### src/rtl/fetch_unit_prefetch.sv
// rtl/fetch_unit_prefetch.sv - sequential instruction prefetch with redirect flush and condition-gated IR load
// Credit-based fetch into a small FIFO; a redirect flushes queued words and drops in-flight beats.
module fetch_unit_prefetch #(
    parameter int unsigned          ADDR_W     = 32,
    parameter int unsigned          DATA_W     = 32,
    parameter int unsigned          FIFO_DEPTH = 4,
    parameter logic [ADDR_W-1:0]    RESET_PC   = '0,
    parameter int unsigned          PC_STEP    = 4
) (
    input  logic              clk,
    input  logic              rst,
    output logic              imem_req,
    output logic [ADDR_W-1:0] imem_addr,
    input  logic              imem_rvalid,
    input  logic [DATA_W-1:0] imem_rdata,
    input  logic              redirect,
    input  logic [ADDR_W-1:0] redirect_pc,
    input  logic              write_ir,
    input  logic [3:0]        NZCV,
    output logic [DATA_W-1:0] IR,
    output logic [ADDR_W-1:0] ir_pc,
    output logic              W_IR_valid,
    output logic              fetch_stall
);
    localparam int unsigned PW = $clog2(FIFO_DEPTH);
    localparam int unsigned CW = PW + 1;

    logic [ADDR_W-1:0] fetch_pc_q, fetch_pc_d;
    logic [DATA_W-1:0] ir_q, ir_d;
    logic [ADDR_W-1:0] ir_pc_q, ir_pc_d;
    logic [PW-1:0]     wr_ptr_q, wr_ptr_d, rd_ptr_q, rd_ptr_d;
    logic [CW-1:0]     count_q, count_d, out_q, out_d, drop_q, drop_d;
    logic [DATA_W-1:0] fifo_data_q [FIFO_DEPTH];
    logic [ADDR_W-1:0] fifo_pc_q   [FIFO_DEPTH];

    logic              empty, credit, drop_now, push, pop, cond_ok;
    logic [DATA_W-1:0] head_data;
    logic [ADDR_W-1:0] head_pc;
    logic [3:0]        cond_c;

    assign empty     = (count_q == '0);
    assign credit    = ({1'b0, count_q} + {1'b0, out_q}) < (CW+1)'(FIFO_DEPTH);
    assign imem_req  = ~rst & ~redirect & credit;
    assign imem_addr = fetch_pc_q;
    assign head_data = fifo_data_q[rd_ptr_q];
    assign head_pc   = fifo_pc_q[rd_ptr_q];
    assign cond_c    = head_data[31:28];
    // Beats owed to a flushed stream are swallowed before anything reaches the FIFO.
    assign drop_now  = imem_rvalid & (drop_q != '0);
    assign push      = imem_rvalid & ~drop_now & ~redirect;
    assign pop       = write_ir & ~redirect & ~empty;
    assign W_IR_valid  = pop & cond_ok;
    assign fetch_stall = write_ir & empty;
    assign IR        = ir_q;
    assign ir_pc     = ir_pc_q;

    always_comb begin
        cond_ok = 1'b1;
        case (cond_c)
            4'h0:    cond_ok = NZCV[2];
            4'h1:    cond_ok = ~NZCV[2];
            4'h2:    cond_ok = NZCV[1];
            4'h3:    cond_ok = ~NZCV[1];
            4'h4:    cond_ok = NZCV[3];
            4'h5:    cond_ok = ~NZCV[3];
            4'h6:    cond_ok = NZCV[0];
            4'h7:    cond_ok = ~NZCV[0];
            4'h8:    cond_ok = NZCV[1] & ~NZCV[2];
            4'h9:    cond_ok = ~NZCV[1] | NZCV[2];
            4'hA:    cond_ok = (NZCV[3] == NZCV[0]);
            4'hB:    cond_ok = (NZCV[3] != NZCV[0]);
            4'hC:    cond_ok = ~NZCV[2] & (NZCV[3] == NZCV[0]);
            4'hD:    cond_ok = NZCV[2] | (NZCV[3] != NZCV[0]);
            default: cond_ok = 1'b1;
        endcase
    end

    always_comb begin
        fetch_pc_d = fetch_pc_q;
        ir_d       = ir_q;
        ir_pc_d    = ir_pc_q;
        wr_ptr_d   = wr_ptr_q;
        rd_ptr_d   = rd_ptr_q;
        count_d    = count_q;
        out_d      = out_q;
        drop_d     = drop_q;
        if (redirect) begin
            // Everything still in flight becomes a drop, minus a beat landing right now.
            fetch_pc_d = redirect_pc;
            wr_ptr_d   = '0;
            rd_ptr_d   = '0;
            count_d    = '0;
            out_d      = '0;
            drop_d     = drop_q + out_q - CW'(imem_rvalid);
        end else begin
            if (imem_req) begin
                fetch_pc_d = fetch_pc_q + ADDR_W'(PC_STEP);
            end
            out_d   = out_q + CW'(imem_req) - CW'(push);
            drop_d  = drop_q - CW'(drop_now);
            count_d = count_q + CW'(push) - CW'(pop);
            if (push) begin
                wr_ptr_d = wr_ptr_q + 1'b1;
            end
            if (pop) begin
                rd_ptr_d = rd_ptr_q + 1'b1;
            end
            if (W_IR_valid) begin
                ir_d    = head_data;
                ir_pc_d = head_pc;
            end
        end
    end

    always_ff @(posedge clk) begin
        if (rst) begin
            fetch_pc_q <= RESET_PC;
            ir_q       <= '0;
            ir_pc_q    <= '0;
            wr_ptr_q   <= '0;
            rd_ptr_q   <= '0;
            count_q    <= '0;
            out_q      <= '0;
            drop_q     <= '0;
        end else begin
            fetch_pc_q <= fetch_pc_d;
            ir_q       <= ir_d;
            ir_pc_q    <= ir_pc_d;
            wr_ptr_q   <= wr_ptr_d;
            rd_ptr_q   <= rd_ptr_d;
            count_q    <= count_d;
            out_q      <= out_d;
            drop_q     <= drop_d;
        end
    end

    always_ff @(posedge clk) begin
        if (push) begin
            fifo_data_q[wr_ptr_q] <= imem_rdata;
            fifo_pc_q[wr_ptr_q]   <= fetch_pc_q - ADDR_W'(PC_STEP) * ADDR_W'(out_q);
        end
    end
endmodule

### config.mk
export PLATFORM = sky130hd
export DESIGN_NAME = fetch_unit_prefetch
export DESIGN_NICKNAME = d
export VERILOG_FILES = /design/src/rtl/fetch_unit_prefetch.sv
export SDC_FILE = /design/constraint.sdc
export NUM_CORES = 1
export LEC_CHECK = 0
export ABC_CLOCK_PERIOD_IN_PS = 9800
export CAP_MARGIN = 20
export CORE_AREA = 2 2 164 166
export DETAILED_ROUTE_END_ITERATION = 12
export DIE_AREA = 0 0 166 168
export HOLD_SLACK_MARGIN = 0.1
export PLACE_DENSITY = 0.89
export SLEW_MARGIN = 20
export SYNTH_ARGS = -nofsm -noshare
export SYNTH_HDL_FRONTEND = slang
export SYNTH_SLANG_ARGS = --single-unit
### constraint.sdc
create_clock -name clk -period 9.8 [get_ports clk]
set_input_delay 2.94 -clock clk [delete_from_list [all_inputs] [get_ports clk]]
set_output_delay 2.94 -clock clk [all_outputs]
set_load 0.02 [all_outputs]
# Yosys cells after proc, flatten, opt, wreduce, memory -nomap -nowiden
# Memories as Yosys holds them, arrays and structs flattened. A register that Yosys moved wholly into a read port is not among the register bits.
# Cells that the tools add are included.
# classes
addsub	12
n_mul	0
n_div	0
order_cmp	1
eq_ne	15
n_shift	0
muxes	8
bitwise_logic	21
reduce_logical	6
# ops
cell	n
$mux W32	2
$add A32 B3 Y32 const B	1
$sub A32 B5 Y32	1
$eq A4 B4 Y1 const B	6
$eq A4 B3 Y1 const B	4
$pmux W1 S14	1
$sub A3 B1 Y3	4
$and A1 B1 Y1	11
$eq A4 B2 Y1 const B	2
$not A1 Y1	8
$add A3 B1 Y3	2
$add A2 B1 Y2 const B	2
$add A3 B3 Y4	1
$eq A4 B1 Y1 const B	1
$logic_not A4 Y1	1
$lt A4 B3 Y1 const B	1
$mux W2	2
$add A3 B3 Y3	1
$logic_not A3 Y1	1
$mux W3	1
$reduce_bool A3 Y1	1
$mux W1	2
$or A1 B1 Y1	2
$reduce_and A2 Y1	1
4 further kinds	4
# word_totals
register_bits	77
latch_bits	0
mem_bits_rw	256
romBits	0
input_bits	73
out_inout_bits	99
wordCells	72
n_memories	2
# memory_table
memory	depth	word_bits	rd	rd_ports_with_merged_regs	write_ports	line_no	rtl
fifo_data_q	4	32	1	1	1	33	logic [DATA_W-1:0] fifo_data_q [FIFO_DEPTH];
fifo_pc_q	4	32	1	1	1	34	logic [ADDR_W-1:0] fifo_pc_q [FIFO_DEPTH];

# Logic depth before layout (Yosys ltp)
# Gate-level depths: netlist of run 1.
# depth
word_depth	7
ltp_mapped	13
ltp_nobuf	11

# Worst setup path before layout of run 1
# No wires, ideal clock.
# synth_path
kind	input port to output port
from	input NZCV[2]
to	output W_IR_valid
arrival_ns	4.399
required_time_ns	6.860
path_slack_ns	2.461
stages	6
path_buffers	1
cell_sequence	nor2b_1 > a221o_1 > o32ai_2 > o311ai_4 > buf_6 > nand2_1
# synth_between
elab_chain_cells	4
elab_cells_between_ends	7
classes_between	mux: 1; bitwise: 6
# synth_rtl
element	line_no	rtl
start, declared	19	input logic [3:0] NZCV,
$not A1 Y1	61, 68, 72	
$and A1 B1 Y1 (on tied branches)	72, 68	
$pmux W1 S14 *	59	case (cond_c)
$and A1 B1 Y1 *	52	assign W_IR_valid = pop & cond_ok;
end, declared	22	output logic W_IR_valid,
# Mark *: on every way between the ends. The rest lies on a longest branch, timed or not.

# Worst setup path in the final report of run 1
# Ends and elaborated chain as after synthesis.

==> results of run 1 <==
synth_stat cells (19+ instances only):
master    number
nand3_2       59
dfxtp_1      111
o21ai_1       63
o21ai_0       27
xnor2_1       23
ha_1          19
a21oi_1       27
nor3_1        19
clkbuf_1      57
nand3_1       19
inv_1         21
mux4_2        64
nand2_1       45
a21oi_2       59
nor2_1        50
edfxtp_1     256
placed cells by master (no fill, tap or decap), drive strengths merged, types with 17 or more instances in the layout:
| cell | count |
|---|---|
| nor3 | 21 |
| a21oi | 86 |
| nand3 | 78 |
| xnor2 | 23 |
| mux4 | 64 |
| a31oi | 17 |
| ha | 19 |
| nor2 | 50 |
| o21ai | 90 |
| dfxtp | 111 |
| clkdlybuf4s50 | 170 |
| inv | 22 |
| clkbuf | 54 |
| nand2 | 45 |
| edfxtp | 256 |
how the worst max path moves through the flow:
stage / from / endpoint / slack [ns] / cells past startpoint
detailed placement: NZCV[2] / W_IR_valid / 1.37 / 7
global route: redirect / W_IR_valid / 1.22 / 7
floorplan: NZCV[2] / W_IR_valid / 2.46 / 6
finish: NZCV[2] / W_IR_valid / 1.37 / 7
CTS: NZCV[2] / W_IR_valid / 1.37 / 7
global placement: NZCV[2] / W_IR_valid / 1.42 / 7
registers in the layout (all words and copies together) (netlist names), named ones only:
register,count
IR,32
drop_q,3
count_q,3
imem_addr,32
fifo_data_q,128
ir_pc,32
fifo_pc_q,128
out_q,3
rd_ptr_q,2
wr_ptr_q,2
logic make-up after synthesis:
group,share of synthesized area [%]
compound gates,9.36
xor+xnor,1.99
fa+ha+maj,2.01
buf+inv,3.33
flops,62.7
mux,9.80
simple gates,10.8
power breakdown:
group	switching, mW	internal, mW
logic	0.167	0.130
clock network	0.555	0.827
registers	0.0356	1.73
total	0.758	2.68
worst max-delay path: stages:
cell and delay [ns]:
clkdlybuf4s50_1 0.53, nor2b_1 0.19, a221o_1 0.41, o32ai_2 0.41
o311ai_4 0.16, nand2_1 0.17, clkdlybuf4s50_1 0.68
metal layers:
metal  GRT usage [%]  part of all wire (%)  routed length, um
met4            6.88                   2.1                743
met2            43.2                    51              17800
met5               0                     0                  0
met1            32.9                    39              13700
met3            4.00                   7.2               2490
cell type report:
| type | count | area [um^2] |
|---|---|---|
| tap | 341 | 427 |
| multi-input combinational | 625 | 5390 |
| clock inverter | 14 | 120 |
| sequential | 367 | 9910 |
| clock buffer | 54 | 1090 |
| fill | 1606 | 7520 |
| timing repair buffer | 185 | 1810 |
| inverter | 22 | 82.6 |
metrics by stage:
| stage | setup WS (ns) | total power, mW | instances | utilization, % | cell area (um^2) |
|---|---|---|---|---|---|
| 3_5_place_dp | 1.37 | 2.09 | 1540 | 66.9 | 17600 |
| 5_1_grt | 1.22 | 3.55 | 1608 | 71.5 | 18800 |
| 3_3_place_gp | 1.42 | 2.07 | 1540 | 66.9 | 17600 |
| 4_1_cts | 1.37 | 3.46 | 1608 | 71.5 | 18800 |
| 6_report | 1.37 | 3.44 | 1608 | 71.5 | 18800 |
| 2_1_floorplan | 2.46 | 1.97 | 1096 | - | 15800 |
==> run_results.csv, run 1 <==
group,metric,value,unit
sta,finalCriticalPeriod,8.43,ns
synth,synth_largest_area_cell,"edfxtp_1",
route,detail-route-antenna-nets,0,
pwr,peakVddDrop,133,uV
setup_path,crit_type,"primary input to output port",
route,drt_iter0_drc,1030,
synth,synth_fp_nets,1192,
synth,async_flop_share,0,%
clocking,clkLatencyLatePin,0.51,ns
sta,fin_crit_sh,86.0,%
route,wire_per_inst,21.6,um
setup_path,crit_fanout,5,
setup_path,rr_endpoint,"IR[16]",
min_path,hold_end,"IR[6]",
setup_path,arrival,5.49,ns
synth,synth_flop_cell,"edfxtp_1",
floorplan,die_x,166,um
synth,ys_seq_area_share,62.7,%
sta,rsz0062_at_grt,"no",
sta,slew_headroom,27.6,%
sta,fmax,0.119,GHz
clocking,clock-sinks,367,
route,via_count,10000,
setup_path,required,6.86,ns
global_route,grt_usage,24.9,%
setup_path,worst_r2r_path_depth,8,
placed_design,port_buffers,171,
clocking,cts-buffers-inserted,37,
floorplan,pin_count,172,
route,avgViaCountPerCell,6.23,
synth,synth_edf_count,256,
final_layout,antenna_cells,0,
pwr,powerDensity,183,nW/um^2
route,firstDrtPassIters,8,
final_layout,fin_nets,1334,
clocking,clock_path_buffers,3,
placed_design,dp_hpwl,21700,um
sta,setup_tns,0,ns
sta,drv_slew,0,
floorplan,start_util,60.0,%
route,routed_wl,34800,um
synth,syn-instance-count,1096,
synth,synth.top_cells.by_area,"edfxtp_1 (49%), dfxtp_1 (14%), mux4_2 (9.1%)",
global_route,grt_overflow,0,
route,drc,0,
sta,worst_slew_pin_slew,1.09,ns
floorplan,dieArea,27900,um^2
synth,synthDistinctLibCells,65,
sta,finalHoldViolations,0,
global_route,grt_first_pass_wirelength,55100,um
placed_design,finalWeightedCongestion,0.869,
sta,setup_viol,0,
outcome,status,"complete, no violations",
min_path,hold_class,"flop to flop",
pwr,leakage,5.97,nW
clocking,cts.repair.resized,0,
clocking,clk_pin_slew,0.06,ns
floorplan,die_y,168,um
floorplan,core_area,26400,um^2
flow_run,max_cap_viol_count,0,
setup_path,crit_path_end_kind,"output port",
clocking,hold_buffers,0,
synth,synth.top_cell.area_share,48.6,%
synth,ys_ff_latch,367,
min_path,min_path_cells,2,
min_path,min_from,"IR[6]",
clocking,cts_root_buffer,"clkbuf_16",
global_route,first_global_vias,10000,
clocking,htree_levels,2,
sta,skew,0.0144,ns
synth,netlist_area,15800,um^2
setup_path,start_kind,"primary input",
global_route,antenna_found_initial,0,
synth,ys_warn_count,0,
setup_path,reg2reg_slack,6.06,ns
final_layout,synthToLayoutAreaGrowth,19.1,%
global_route,grt_max_degree,65,
sta,hold-worst-slack,0.456,ns
synth,synth_area_per_cell,14.4,um^2
clocking,cts_tree,"built",
clocking,postCtsSetupRepairBufs,0,
final_layout,drive_gt1_share,21.7,%
floorplan,rows,60,
No activity file was read; power rests on OpenSTA's default activity.
==> run 2, diff against run 1 <==
CORE_AREA = 2 2 157 174   (was 2 2 164 166)
DIE_AREA = 0 0 159 176   (was 0 0 166 168)
==> run_results.csv, run 2 (synthesis results as in run 1) <==
group,metric,value,unit
setup_path,arrival,5.54,ns
placed_design,placed_cell_area,17600,um^2
global_route,grt_usage,25.3,%
outcome,status,"complete, no violations",
placed_design,finalWeightedCongestion,0.879,
clocking,clkLatencyLatePin,0.51,ns
pwr,peakVddDrop,116,uV
clocking,cts_root_buffer,"clkbuf_16",
floorplan,rows,62,
global_route,grt_first_pass_wirelength,55800,um
final_layout,postLayoutCellArea,18800,um^2
global_route,grt_max_degree,65,
setup_path,start_kind,"primary input",
sta,skew,0.0131,ns
floorplan,dieArea,28000,um^2
route,via_count,9856,
sta,finalCriticalPeriod,8.48,ns
route,detail-route-antenna-nets,0,
clocking,clk_pin_slew,0.06,ns
clocking,postCtsSetupRepairBufs,0,
floorplan,die_y,176,um
clocking,cts_tree,"built",
sta,drv_slew,0,
route,wire_per_inst,21.7,um
sta,setup_tns,0,ns
final_layout,antenna_cells,0,
final_layout,final_cell_mix,"edfxtp_1 (256), clkdlybuf4s50_1 (170), dfxtp_1 (107), mux4_2 (64), o21ai_1 (63)",
placed_design,port_buffers,171,
route,avgViaCountPerCell,6.11,
placed_design,dp_hpwl,20700,um
final_layout,drive_gt1_share,21.7,%
clocking,clock_path_buffers,3,
global_route,grt_overflow,0,
clocking,clock-sinks,367,
flow_run,max_cap_viol_count,0,
global_route,antenna_found_initial,0,
sta,setup_viol,0,
min_path,hold_class,"flop to flop",
sta,rsz0062_at_grt,"no",
clocking,cts-buffers-inserted,36,
floorplan,pin_count,172,
pwr,leakage,5.95,nW
final_layout,top_regs,"fifo_data_q: 128 flops, fifo_pc_q: 128 flops",
setup_path,crit_fanout,11,
clocking,htree_levels,2,
setup_path,crit_path_end_kind,"output port",
sta,fmax,0.118,GHz
setup_path,required,6.86,ns
clocking,hold_buffers,0,
sta,finalHoldViolations,0,
route,firstDrtPassIters,8,
route,drc,0,
global_route,first_global_vias,9979,
final_layout,synthToLayoutAreaGrowth,19.1,%
floorplan,die_x,159,um
floorplan,core_area,26100,um^2
clocking,cts.repair.resized,0,
pwr,powerDensity,183,nW/um^2
route,drt_iter0_drc,1125,
final_layout,final_common_cell,"edfxtp_1",
sta,fin_crit_sh,86.5,%
floorplan,start_util,60.6,%
route,routed_wl,35000,um
setup_path,crit_type,"primary input to output port",
final_layout,fin_nets,1332,
sta,slew_headroom,25.9,%
sta,worst_slew_pin_slew,1.11,ns
-- run 2: metrics by stage --
stage               setup slack, ns  hold WS, ns  util (%)  instances  power (mW)
CTS                            1.34        0.458      72.2       1614        3.47
global route                   1.27        0.472      72.2       1614        3.56
finish                         1.32        0.456      72.2       1614        3.45
global placement               1.39        0.445      67.6       1550        2.07
floorplan                      2.46        0.485         -       1096        1.97
detailed placement             1.34        0.446      67.6       1550        2.09
-- run 2: worst max-delay path, cell delays in order --
cell             delay (ns)
clkdlybuf4s50_1        0.45
inv_1                  0.32
nand2_1                0.21
nor4b_1                0.58
mux2i_4                0.14
nand2_1                0.09
clkdlybuf4s50_1        0.80
-- run 2: per-layer routing --
layer  vias to the layer above  GRT usage (%)  part of all wire [%]
li1                       4475              -                     -
met2                       467           41.8                    49
met1                      4858           34.9                    41
met5                         -              0                     0
met3                        56           3.99                   7.4
met4                         0           8.33                   2.6
-- run 2: final cells by class --
class	instances	area (um^2)
clock buffer	45	986
tap	352	440
sequential	367	9910
timing repair buffer	184	1810
clock inverter	19	209
fill	1642	7240
multi-input combinational	625	5390
inverter	22	82.6
-- run 2: final timing paths --
| path | to | cells past startpoint | slack, ns | startpoint |
|---|---|---|---|---|
| min reg2reg | IR[18] | 2 | 0.46 | IR[18] |
| max | W_IR_valid | 7 | 1.32 | redirect |
| min | IR[18] | 2 | 0.46 | IR[18] |
| max reg2reg | ir_pc[31] | 8 | 5.99 | flop |
-- run 2: power breakdown --
part	leakage, nW	internal, mW	switching [mW]
clock network	0.583	0.823	0.566
registers	3.24	1.73	0.0352
logic	2.13	0.130	0.166
total	5.95	2.68	0.767
==> run 3, diff against run 2 <==
--- a/config.mk
+++ b/config.mk
@@ -12,5 +12,5 @@
 export DIE_AREA = 0 0 159 176
 export HOLD_SLACK_MARGIN = 0.1
-export PLACE_DENSITY = 0.89
+export PLACE_DENSITY = 0.81
 export SLEW_MARGIN = 20
 export SYNTH_ARGS = -nofsm -noshare
==> constraint.sdc (replaced) <==
create_clock -name clk -period 9.8 [get_ports clk]
set_input_delay 0.98 -clock clk [delete_from_list [all_inputs] [get_ports clk]]
set_output_delay 0.98 -clock clk [all_outputs]
set_load 0.02 [all_outputs]
==> run_results.csv, run 3 (synthesis results as in run 1) <==
group,metric,value,unit
sta,fmax,0.208,GHz
sta,finalHoldViolations,0,
route,via_count,9750,
global_route,grt_overflow,0,
placed_design,dp_hpwl,20100,um
global_route,antenna_found_initial,0,
flow_run,max_cap_viol_count,0,
route,firstDrtPassIters,5,
setup_path,cpMaxStageDelayCell,"mux4_2",
sta,fin_crit_sh,49.1,%
final_layout,synthToLayoutAreaGrowth,19.2,%
clocking,cts-buffers-inserted,37,
pwr,peakVddDrop,110,uV
setup_path,cp_cell_sequence,"buf_4 > mux4_2 > a221o_1 > o32ai_2 > o311ai_4 > nand2_1 > clkdlybuf4s50_1",
setup_path,crit_fanout,34,
setup_path,required,8.82,ns
clocking,htree_levels,2,
route,routed_wl,34100,um
clocking,clk_pin_slew,0.06,ns
clocking,clkLatencyLatePin,0.52,ns
pwr,leakage,5.97,nW
route,detail-route-antenna-nets,0,
clocking,postCtsSetupRepairBufs,0,
global_route,grt_first_pass_wirelength,54500,um
floorplan,die_x,159,um
placed_design,port_buffers,171,
sta,setup_tns,0,ns
placed_design,pre_cts_ws,5.05,ns
clocking,clock_path_buffers,3,
sta,drv_slew,0,
placed_design,placed_cell_area,17600,um^2
floorplan,die_y,176,um
route,wire_per_inst,21.0,um
setup_path,path_buf_inv,2,
final_layout,drive_gt1_share,21.7,%
route,avgViaCountPerCell,6.02,
setup_path,critical_path.max_stage_delay,0.67,ns
setup_path,crit_path_end_kind,"output port",
clocking,hold_buffers,0,
final_layout,postLayoutCoreUtil,72.3,%
pwr,powerDensity,182,nW/um^2
clocking,cts_root_buffer,"clkbuf_16",
setup_path,crit_family,"buffers and inverters",
final_layout,fillerInstances,1699,
final_layout,antenna_cells,0,
sta,fin_ws,4.99,ns
sta,skew,0.0114,ns
setup_path,start_kind,"flop",
floorplan,dieArea,28000,um^2
pwr,total_power,3.44,mW
final_layout,multiInputGateArea,5390,um^2
floorplan,pin_count,172,
setup_path,arrival,3.83,ns
placed_design,finalWeightedCongestion,0.855,
final_layout,final_common_cell,"edfxtp_1",
final_layout,regArea,9910,um^2
sta,slew_headroom,32.1,%
floorplan,core_area,26100,um^2
route,drc,0,
floorplan,rows,62,
setup_path,crit_type,"flop to output port",
sta,worst_slew_pin_slew,1.02,ns
global_route,grt_max_degree,65,
global_route,first_global_vias,9989,
clocking,clock-sinks,367,
route,drt_iter0_drc,904,
final_layout,fin_nets,1335,
final_layout,final_cell_mix,"edfxtp_1 (256), clkdlybuf4s50_1 (170), dfxtp_1 (108), mux4_2 (64), o21ai_1 (63)",
final_layout,top_regs,"fifo_data_q: 128 flops, fifo_pc_q: 128 flops",
sta,rsz0062_at_grt,"no",
outcome,status,"complete, no violations",
floorplan,start_util,60.6,%
sta,finalCriticalPeriod,4.81,ns
min_path,hold_class,"flop to flop",
global_route,grt_usage,24.8,%
clocking,cts_tree,"built",
sta,setup_viol,0,
final_layout,postLayoutCellArea,18800,um^2
clocking,cts.repair.resized,0,
==> run 3: cell count changes in the layout (fill, tap and decap cells not counted) <==
cell,before,now
inv_6,2,1
buf_4,14,16
clkbuf_16,37,39
clkinv_4,3,0
dfxtp_1,107,108
clkbuf_8,3,5
clkinv_1,7,6
clkinv_2,3,5
clkbuf_1,5,10
bufinv_16,4,2
dfxtp_2,4,3
==> run 3: per-stage QoR <==
step	std cells	hold slack (ns)
after floorplan	1096	0.485
after global placement	1552	0.446
after detailed placement	1552	0.447
after CTS	1620	0.456
after global routing	1620	0.473
final	1620	0.455
==> run 3: path summary, 6_finish.rpt <==
kind,start,to,slack [ns],cells past startpoint
worst max-delay path,flop,W_IR_valid,4.99,7
worst min-delay path,IR[24],IR[24],0.45,2
worst max register to register,flop,ir_pc[5],5.86,9
worst min register to register,IR[24],IR[24],0.45,2
==> run 3: report_power, final <==
part	total, mW	internal, mW	switching (mW)	leakage (nW)
registers	1.76	1.73	0.0346	3.24
logic	0.295	0.130	0.166	2.14
clock network	1.38	0.820	0.560	0.589
total	3.44	2.68	0.760	5.97
==> run 3: worst min-delay path, stage by stage (launching register included) <==
cell,delay [ns]
dfxtp_1,0.31
nand3_2,0.06
a21oi_2,0.04
==> run 3: per-layer routing <==
| metal | vias up | track usage (%) | part of all wire [%] |
|---|---|---|---|
| met1 | 4811 | 32.9 | 40 |
| met3 | 52 | 3.74 | 7.0 |
| li1 | 4466 | - | - |
| met2 | 421 | 43.1 | 51 |
| met4 | 0 | 6.93 | 2.0 |
| met5 | - | 0 | 0 |
==> run 3: final cells by class <==
| class | count | area share [%] |
|---|---|---|
| sequential | 367 | 52.6 |
| multi-input combinational | 625 | 28.6 |
| timing repair buffer | 186 | 9.67 |
| clock buffer | 54 | 5.74 |
| tap | 352 | 2.34 |
| clock inverter | 14 | 0.637 |
| inverter | 22 | 0.438 |
